===== config.mk =====
export PLATFORM = sky130hd
export DESIGN_NAME = pong_game_ctrl
export DESIGN_NICKNAME = d
export VERILOG_FILES = /design/src/rtl/pong_pkg.sv /design/src/rtl/pong_m100_counter.sv /design/src/rtl/pong_game_ctrl.sv
export SDC_FILE = /design/constraint.sdc
export NUM_CORES = 1
export LEC_CHECK = 0
export ABC_AREA = 0
export BUFFER_PORTS_ARGS = -buffer_cell sky130_fd_sc_hd__buf_2
export CAP_MARGIN = 25
export CORE_ASPECT_RATIO = 2
export CORE_MARGIN = 3
export CORE_UTILIZATION = 32
export DETAILED_ROUTE_END_ITERATION = 7
export PLACE_DENSITY = 0.62
export SYNTH_ARGS = -nofsm -noshare
export SYNTH_HDL_FRONTEND = slang
export SYNTH_SLANG_ARGS = --single-unit

===== constraint.sdc =====
create_clock -name clk -period 2.3 [get_ports clk]
set_clock_uncertainty 0.15 [all_clocks]
set_input_delay 0.46 -clock clk [delete_from_list [all_inputs] [get_ports clk]]
set_output_delay 0.46 -clock clk [all_outputs]
set_load 0.05 [all_outputs]

===== src/rtl/pong_pkg.sv =====
// rtl/pong_pkg.sv - shared game-state encodings and defaults for the pong controller
//
// Contents:
//   gstate_t        2-bit game state (NEWGAME/PLAY/NEWBALL/OVER)
//   BALLS_DEF       default balls per game
//   WAIT_FRAMES_DEF default inter-ball / game-over wait in frames
//   BCD_W           width of one BCD score digit
package pong_pkg;

    typedef enum logic [1:0] {
        ST_NEWGAME = 2'b00,
        ST_PLAY    = 2'b01,
        ST_NEWBALL = 2'b10,
        ST_OVER    = 2'b11
    } gstate_t;

    localparam int BALLS_DEF       = 3;
    localparam int WAIT_FRAMES_DEF = 120;

    localparam int BCD_W = 4;
    localparam logic [BCD_W-1:0] BCD_ZERO = 4'd0;
    localparam logic [BCD_W-1:0] BCD_ONE  = 4'd1;
    localparam logic [BCD_W-1:0] BCD_NINE = 4'd9;

endpackage


===== src/rtl/pong_m100_counter.sv =====
// rtl/pong_m100_counter.sv - two-digit BCD counter wrapping 99 -> 00
//
// Ports:
//   clk    in   clock
//   reset  in   asynchronous active-high reset, digits to 00
//   d_clr  in   clear both digits on the next edge (wins over d_inc)
//   d_inc  in   advance the count by one on the next edge
//   dig0   out  units digit, BCD
//   dig1   out  tens digit, BCD
module pong_m100_counter
    import pong_pkg::*;
(
    input  logic             clk,
    input  logic             reset,
    input  logic             d_clr,
    input  logic             d_inc,
    output logic [BCD_W-1:0] dig0,
    output logic [BCD_W-1:0] dig1
);

    logic [BCD_W-1:0] dig0_q, dig0_d;
    logic [BCD_W-1:0] dig1_q, dig1_d;

    always_comb begin
        dig0_d = dig0_q;
        dig1_d = dig1_q;
        if (d_clr) begin
            dig0_d = BCD_ZERO;
            dig1_d = BCD_ZERO;
        end else if (d_inc) begin
            if (dig0_q == BCD_NINE) begin
                dig0_d = BCD_ZERO;
                // Tens digit wraps silently; the score is mod 100.
                dig1_d = (dig1_q == BCD_NINE) ? BCD_ZERO : dig1_q + BCD_ONE;
            end else begin
                dig0_d = dig0_q + BCD_ONE;
            end
        end
    end

    always_ff @(posedge clk or posedge reset) begin
        if (reset) begin
            dig0_q <= BCD_ZERO;
            dig1_q <= BCD_ZERO;
        end else begin
            dig0_q <= dig0_d;
            dig1_q <= dig1_d;
        end
    end

    assign dig0 = dig0_q;
    assign dig1 = dig1_q;

endmodule


===== src/rtl/pong_game_ctrl.sv =====
// rtl/pong_game_ctrl.sv - pong game-flow controller: state machine, score, balls, frame timer
//
// Ports:
//   clk          in   25 MHz pixel clock
//   reset        in   asynchronous active-high reset
//   frame_tick   in   one-cycle pulse per frame
//   btn[1:0]     in   paddle buttons, any nonzero value is a press
//   hit          in   one-cycle pulse, ball hit the paddle
//   miss         in   one-cycle pulse, ball passed the paddle
//   dig0[3:0]    out  score units digit, BCD
//   dig1[3:0]    out  score tens digit, BCD
//   ball[1:0]    out  balls remaining
//   timer[6:0]   out  frame countdown
//   timer_up     out  timer has reached zero
//   gstate[1:0]  out  current game state
//   graph_still  out  freeze ball animation
module pong_game_ctrl
    import pong_pkg::*;
#(
    parameter int BALLS       = BALLS_DEF,
    parameter int WAIT_FRAMES = WAIT_FRAMES_DEF
) (
    input  logic             clk,
    input  logic             reset,
    input  logic             frame_tick,
    input  logic [1:0]       btn,
    input  logic             hit,
    input  logic             miss,
    output logic [BCD_W-1:0] dig0,
    output logic [BCD_W-1:0] dig1,
    output logic [1:0]       ball,
    output logic [6:0]       timer,
    output logic             timer_up,
    output logic [1:0]       gstate,
    output logic             graph_still
);

    localparam logic [1:0] BALLS_INIT = 2'(BALLS);
    localparam logic [6:0] WAIT_INIT  = 7'(WAIT_FRAMES);

    gstate_t    state_q;
    logic [1:0] ball_q;
    logic       graph_still_q;
    logic [6:0] timer_q, timer_d;

    logic btn_any;
    logic timer_zero;
    logic timer_load;
    logic score_clr;
    logic score_inc;

    assign btn_any    = |btn;
    assign timer_zero = (timer_q == 7'd0);

    // Side effects decoded from the current state so they line up with the
    // transition taken on the same edge.
    assign score_clr  = (state_q == ST_NEWGAME) && btn_any;
    assign score_inc  = (state_q == ST_PLAY) && hit;
    assign timer_load = (state_q == ST_PLAY) && miss;

    // Frame countdown: load has priority over a coincident frame_tick,
    // and the count parks at zero.
    always_comb begin
        timer_d = timer_q;
        if (timer_load) begin
            timer_d = WAIT_INIT;
        end else if (frame_tick && !timer_zero) begin
            timer_d = timer_q - 7'd1;
        end
    end

    always_ff @(posedge clk or posedge reset) begin
        if (reset) begin
            timer_q <= WAIT_INIT;
        end else begin
            timer_q <= timer_d;
        end
    end

    // Game FSM with the ball count and freeze control registered alongside.
    always_ff @(posedge clk or posedge reset) begin
        if (reset) begin
            state_q       <= ST_NEWGAME;
            ball_q        <= BALLS_INIT;
            graph_still_q <= 1'b1;
        end else begin
            case (state_q)
                ST_NEWGAME: begin
                    if (btn_any) begin
                        ball_q        <= BALLS_INIT;
                        state_q       <= ST_PLAY;
                        graph_still_q <= 1'b0;
                    end
                end
                ST_PLAY: begin
                    if (miss) begin
                        ball_q        <= ball_q - 2'd1;
                        graph_still_q <= 1'b1;
                        state_q       <= (ball_q == 2'd1) ? ST_OVER : ST_NEWBALL;
                    end
                end
                ST_NEWBALL: begin
                    // Presses before the wait expires are deliberately not latched.
                    if (timer_zero && btn_any) begin
                        state_q       <= ST_PLAY;
                        graph_still_q <= 1'b0;
                    end
                end
                ST_OVER: begin
                    // Score and ball=0 stay visible until the next game start.
                    if (timer_zero) begin
                        state_q <= ST_NEWGAME;
                    end
                end
                default: begin
                    state_q       <= ST_NEWGAME;
                    graph_still_q <= 1'b1;
                end
            endcase
        end
    end

    pong_m100_counter u_score (
        .clk   (clk),
        .reset (reset),
        .d_clr (score_clr),
        .d_inc (score_inc),
        .dig0  (dig0),
        .dig1  (dig1)
    );

    assign ball        = ball_q;
    assign timer       = timer_q;
    assign timer_up    = timer_zero;
    assign gstate      = state_q;
    assign graph_still = graph_still_q;

endmodule

## After elaboration in Yosys (flattened, before gate mapping)

Cells that the tools add are included.

| operators by class | value |
|---|---|
| equality and inequality tests | 10 |
| $add $sub $neg | 4 |
| multiplexer cells | 22 |
| reductions and logical operators | 18 |

Operators with widths:

| cell | number |
|---|---|
| 2-to-1 mux 4 bit | 7 |
| 2-to-1 mux 7 bit | 2 |
| 2-to-1 mux 2 bit | 6 |
| adder 4 x 1 -> 4 bit, second input constant | 2 |
| equality test 4 bit, second input constant | 2 |
| inequality test 2 bit, second input constant | 4 |
| one-hot mux 2 bit (4 select lines) | 1 |
| AND reduction 4 bit | 2 |
| nonzero test 2 bit | 4 |
| logical NOT 7 bit | 1 |
| subtractor 7 x 1 -> 7 bit, second input constant | 1 |
| logical AND 1 bit | 5 |
| equality test 2 x 1 -> 1 bit, second input constant | 2 |
| equality test 2 bit, second input constant | 2 |
| 2-to-1 mux 1 bit | 4 |
| one-hot mux 2 bit (2 select lines) | 1 |
| one-hot mux 1 bit (3 select lines) | 1 |
| AND reduction 3 bit | 1 |
| nonzero test 3 bit | 1 |
| logical NOT 2 bit | 1 |
| AND reduction 2 bit | 1 |
| OR reduction 2 bit | 1 |
| subtractor 2 x 1 -> 2 bit, second input constant | 1 |
| logical NOT 1 bit | 1 |

| word-level totals | value |
|---|---|
| bits of input ports | 7 |
| word-level logic and storage cells | 60 |
| bits in registers | 20 |

## Longest topological paths before layout

| logic depth | value |
|---|---|
| depth in word-level cells | 5 |
| mapped depth | 6 |
| gate-level depth less buffers | 5 |

## By module

From an unflattened synthesis, not the netlist that was laid out.

| second synthesis, totals | value |
|---|---|
| cell total of the unflattened synthesis | 117 |
| area, all modules | 1,173.6 sq um |

Modules (own cells, without submodules):

| module | seq. area each (sq um) | area an instance (sq um) | instances | cells an instance |
|---|---|---|---|---|
| pong_game_ctrl | 309.0 | 706.9 | 1 | 73 |
| pong_m100_counter | 200.2 | 466.7 | 1 | 44 |

## Worst setup path before layout

Ideal clock, no wire load.

| timing | value |
|---|---|
| kind | register to output |
| start | register timer_q[0], in the netlist timer[0] |
| end | output timer_up |
| data arrival time | 2.109 ns |
| stages on the path, launching flop included | 6 |
| buffers on the path | 1 |
| slack | -0.419 ns |
| path through | dfrtp_1 > inv_1 > ha_1 > or3b_2 > clkbuf_1 > nor2_1 |

| between the ends | value |
|---|---|
| longest elaborated chain between the ends | 1 |

Ends and longest elaborated chain:

| what | line | RTL |
|---|---|---|
| start: declaration | pong_game_ctrl.sv:44 | `logic [6:0] timer_q, timer_d;` |
| start signal: assignment | pong_game_ctrl.sv:76 | `timer_q <= timer_d;` |
| logical NOT 7 bit | pong_game_ctrl.sv:53 | `assign timer_zero = (timer_q == 7'd0);` |
| end: declaration | pong_game_ctrl.sv:33 | `output logic timer_up,` |

No other way between the ends.

## Final worst setup path

Ends and elaborated chain as after synthesis.

==> results.ini <==
[clock_network]
cts_root_buffer=clkbuf_8
htree_levels=1
tritoncts=yes
cts-buffers-inserted=3
clk_pin_slew_ns=0.08
hold_buffers=0
clock_sinks=20
cts_buffer_depth=2
clock_latency_ns=0.26

[cells_and_area]
drive_above_1_share_pct=32.7
syn_to_final_growth_pct=24.9
layout_common_cells=buf_2 (26), dfrtp_1 (11), nand2_1 (10), a21oi_1 (10), inv_1 (9)
final_net_count=170
layout_commonest_cell=buf_2
antenna_cells=0
design_area_mm2=0.00148

[place]
port_buffers=27
place_area_mm2=0.00139
dpl.hpwl_mm=2.08
place_congestion=0.785

[routing]
routed_via_density=5.35
wl_met3_um=107
vias=1092
wl_per_cell_um=13.6
dr.pass1.iters=4
drc=0
highest_layer=met4
drt_iter0_markers=10
route.met2.wl_mm=1.44
drt-total-wl_mm=2.78
wirelength_met1_mm=1.22
antenna_left=0

[global_routing]
grt_pass1_wl_mm=4.89
grt_overflow_total=0
track_usage_pct=13.5
antenna_found_initial=0
grt_max_degree=21
grt_pass1_vias=1084

[worst_hold_path]
hp-class=in -> async

[power]
irDropWorstVdd_mv=0.694
powerDensity_mw_per_mm2=1360
p_leak_nw=0.635

[sta]
period_share_pct=96.1
slew_violations=0
hold-worst-slack_ns=0.176
relSlewSlack_pct=33.8
worst_slew_pin_slew_ns=0.985
hold_viol_final=0
fin_crit_ns=2.21
grt_setup_unrepaired=false
finalSetupTns_ns=0
max_freq_ghz=0.452
finalSetupViolCount=0

[critical_path]
crit_chain=inv_1 -> ha_2 -> or3b_4 -> nor2_4 -> buf_8
slowest_stage=dfrtp_2
worstSetupPathType=reg -> out
arrival_ns=1.60
cp-end-kind=primary output
slowest_delay_ns=0.41
crit_required_ns=1.69
path_max_fanout=3
crit_path_start_kind=flop

[yosys]
async_flop_share_pct=100
ys_seq_area_share_pct=42.9
synth_nets=139
synth_edf_count=0
yosys.area_share.simple_pct=23.6
synthMuxAreaShare_pct=1.79
synthXorXnorAreaFrac_pct=0
synth-compound-area-share_pct=20.3
synth_fa_ha_area_share_pct=6.32
netlist_instances=126
synthFlopType=dfrtp_1
synth_top_family_by_area=simple AND/OR/NAND/NOR gates
synth.area.top_cells=dfrtp_1 (27%), dfstp_2 (15%), ha_1 (6.3%)
synth_top_area_share_pct=27.4
synth_area_per_cell_um2=9.42
synth_seq_cells=20
yosys_warnings=0
synth_area_mm2=0.00119
ys_types=37
synth_top_area_cell=dfrtp_1

[floorplanning]
die_h_um=92.1
die_area_mm2=0.00452
die_x_um=49.1
row_count=30
initial_core_util_pct=34.0
core_area_mm2=0.00349
pin_count=28

[outcome]
status=finished clean

[flow_run]
maxCapViolCount=0

==> report_power, final <==
part	internal (mW)	leakage, nW	switching, mW
registers	0.518	0.234	0.163
clock network	0.232	0.0357	0.120
logic	0.291	0.365	0.687
total	1.04	0.635	0.970
==> path summary, 6_finish.rpt <==
path,to,startpoint,slack (ns),cells past startpoint
min in group clk,timer[6],timer[6],0.35,2
max in group asynchronous,timer[0],reset,1.30,2
worst min register to register,timer[6],timer[6],0.35,2
worst max register to register,timer[1],timer[0],0.37,5
worst min-delay path,u_score.dig0[1],reset,0.18,2
worst max-delay path,timer_up,timer[0],0.09,5
==> synth_stat cells (2+ instances only) <==
| cell type | n |
|---|---|
| dfrtp_1 | 13 |
| a21oi_1 | 10 |
| nand2_1 | 10 |
| inv_1 | 9 |
| o21ai_0 | 8 |
| dfstp_2 | 7 |
| ha_1 | 6 |
| nor2_1 | 5 |
| o31ai_1 | 5 |
| clkbuf_1 | 4 |
| nand3_1 | 4 |
| nand3b_1 | 4 |
| nor3_1 | 4 |
| a31oi_1 | 3 |
| and3b_1 | 3 |
| or3_1 | 3 |
| or4_1 | 3 |
| a21boi_0 | 2 |
| nand2b_1 | 2 |
| nand4b_1 | 2 |
| nor3b_1 | 2 |
| or3b_2 | 2 |
==> kinds of logic (layout without fill, tap and decap cells) <==
| family | Yosys count | after routing |
|---|---|---|
| AOI/OAI and AO/OA | 37 | 37 |
| buffers and inverters | 14 | 44 |
| adders and majority gates | 6 | 6 |
| DFF | 20 | 20 |
| muxes | 2 | 2 |
| and+or+nand+nor | 47 | 47 |
==> routing by layer <==
| metal | track usage, % | up-vias |
|---|---|---|
| met4 | 4.99 | 0 |
| met1 | 15.2 | 538 |
| li1 | - | 527 |
| met5 | 0 | - |
| met2 | 24.8 | 25 |
| met3 | 1.79 | 2 |
==> per-stage QoR <==
step	std cells	utilization [%]	setup slack [ns]	total power, mW
2_1_floorplan	126	-	0.0122	1.42
3_3_place_gp	199	39.8	0.174	1.63
3_5_place_dp	199	39.8	0.155	1.65
4_1_cts	203	42.1	0.0448	2.02
5_1_grt	204	42.5	0.0230	2.15
6_report	204	42.5	0.0899	2.01
==> area by class of cell <==
type / count / area (um^2)
repair buffers: 31 / 175
fillers: 347 / 2010
clock inverters: 1 / 30.0
multi-input cells: 92 / 631
clock buffers: 3 / 41.3
flip-flops and latches: 20 / 512
well taps: 48 / 60.1
inverters: 9 / 33.8
==> sequential cells by signal, summed over array words and instances (netlist names) <==
signal,count
timer,7
u_score.dig0,4
u_score.dig1,4
ball,2
gstate,2
graph_still,1
==> worst max-delay path, delay by kind of cell (launching register included) <==
| family | cells | cell delay, ns |
|---|---|---|
| fa+ha+maj | 1 | 0.19 |
| buf+inv | 2 | 0.23 |
| flops | 1 | 0.41 |
| simple gates | 2 | 0.52 |
==> repair_timing <==
action,CTS,global route
hold endpoints to repair,0,0
setup endpoints to repair,1,1
buffers inserted,0,1
gates resized for setup,3,2
(Power assumes the default switching activity.)
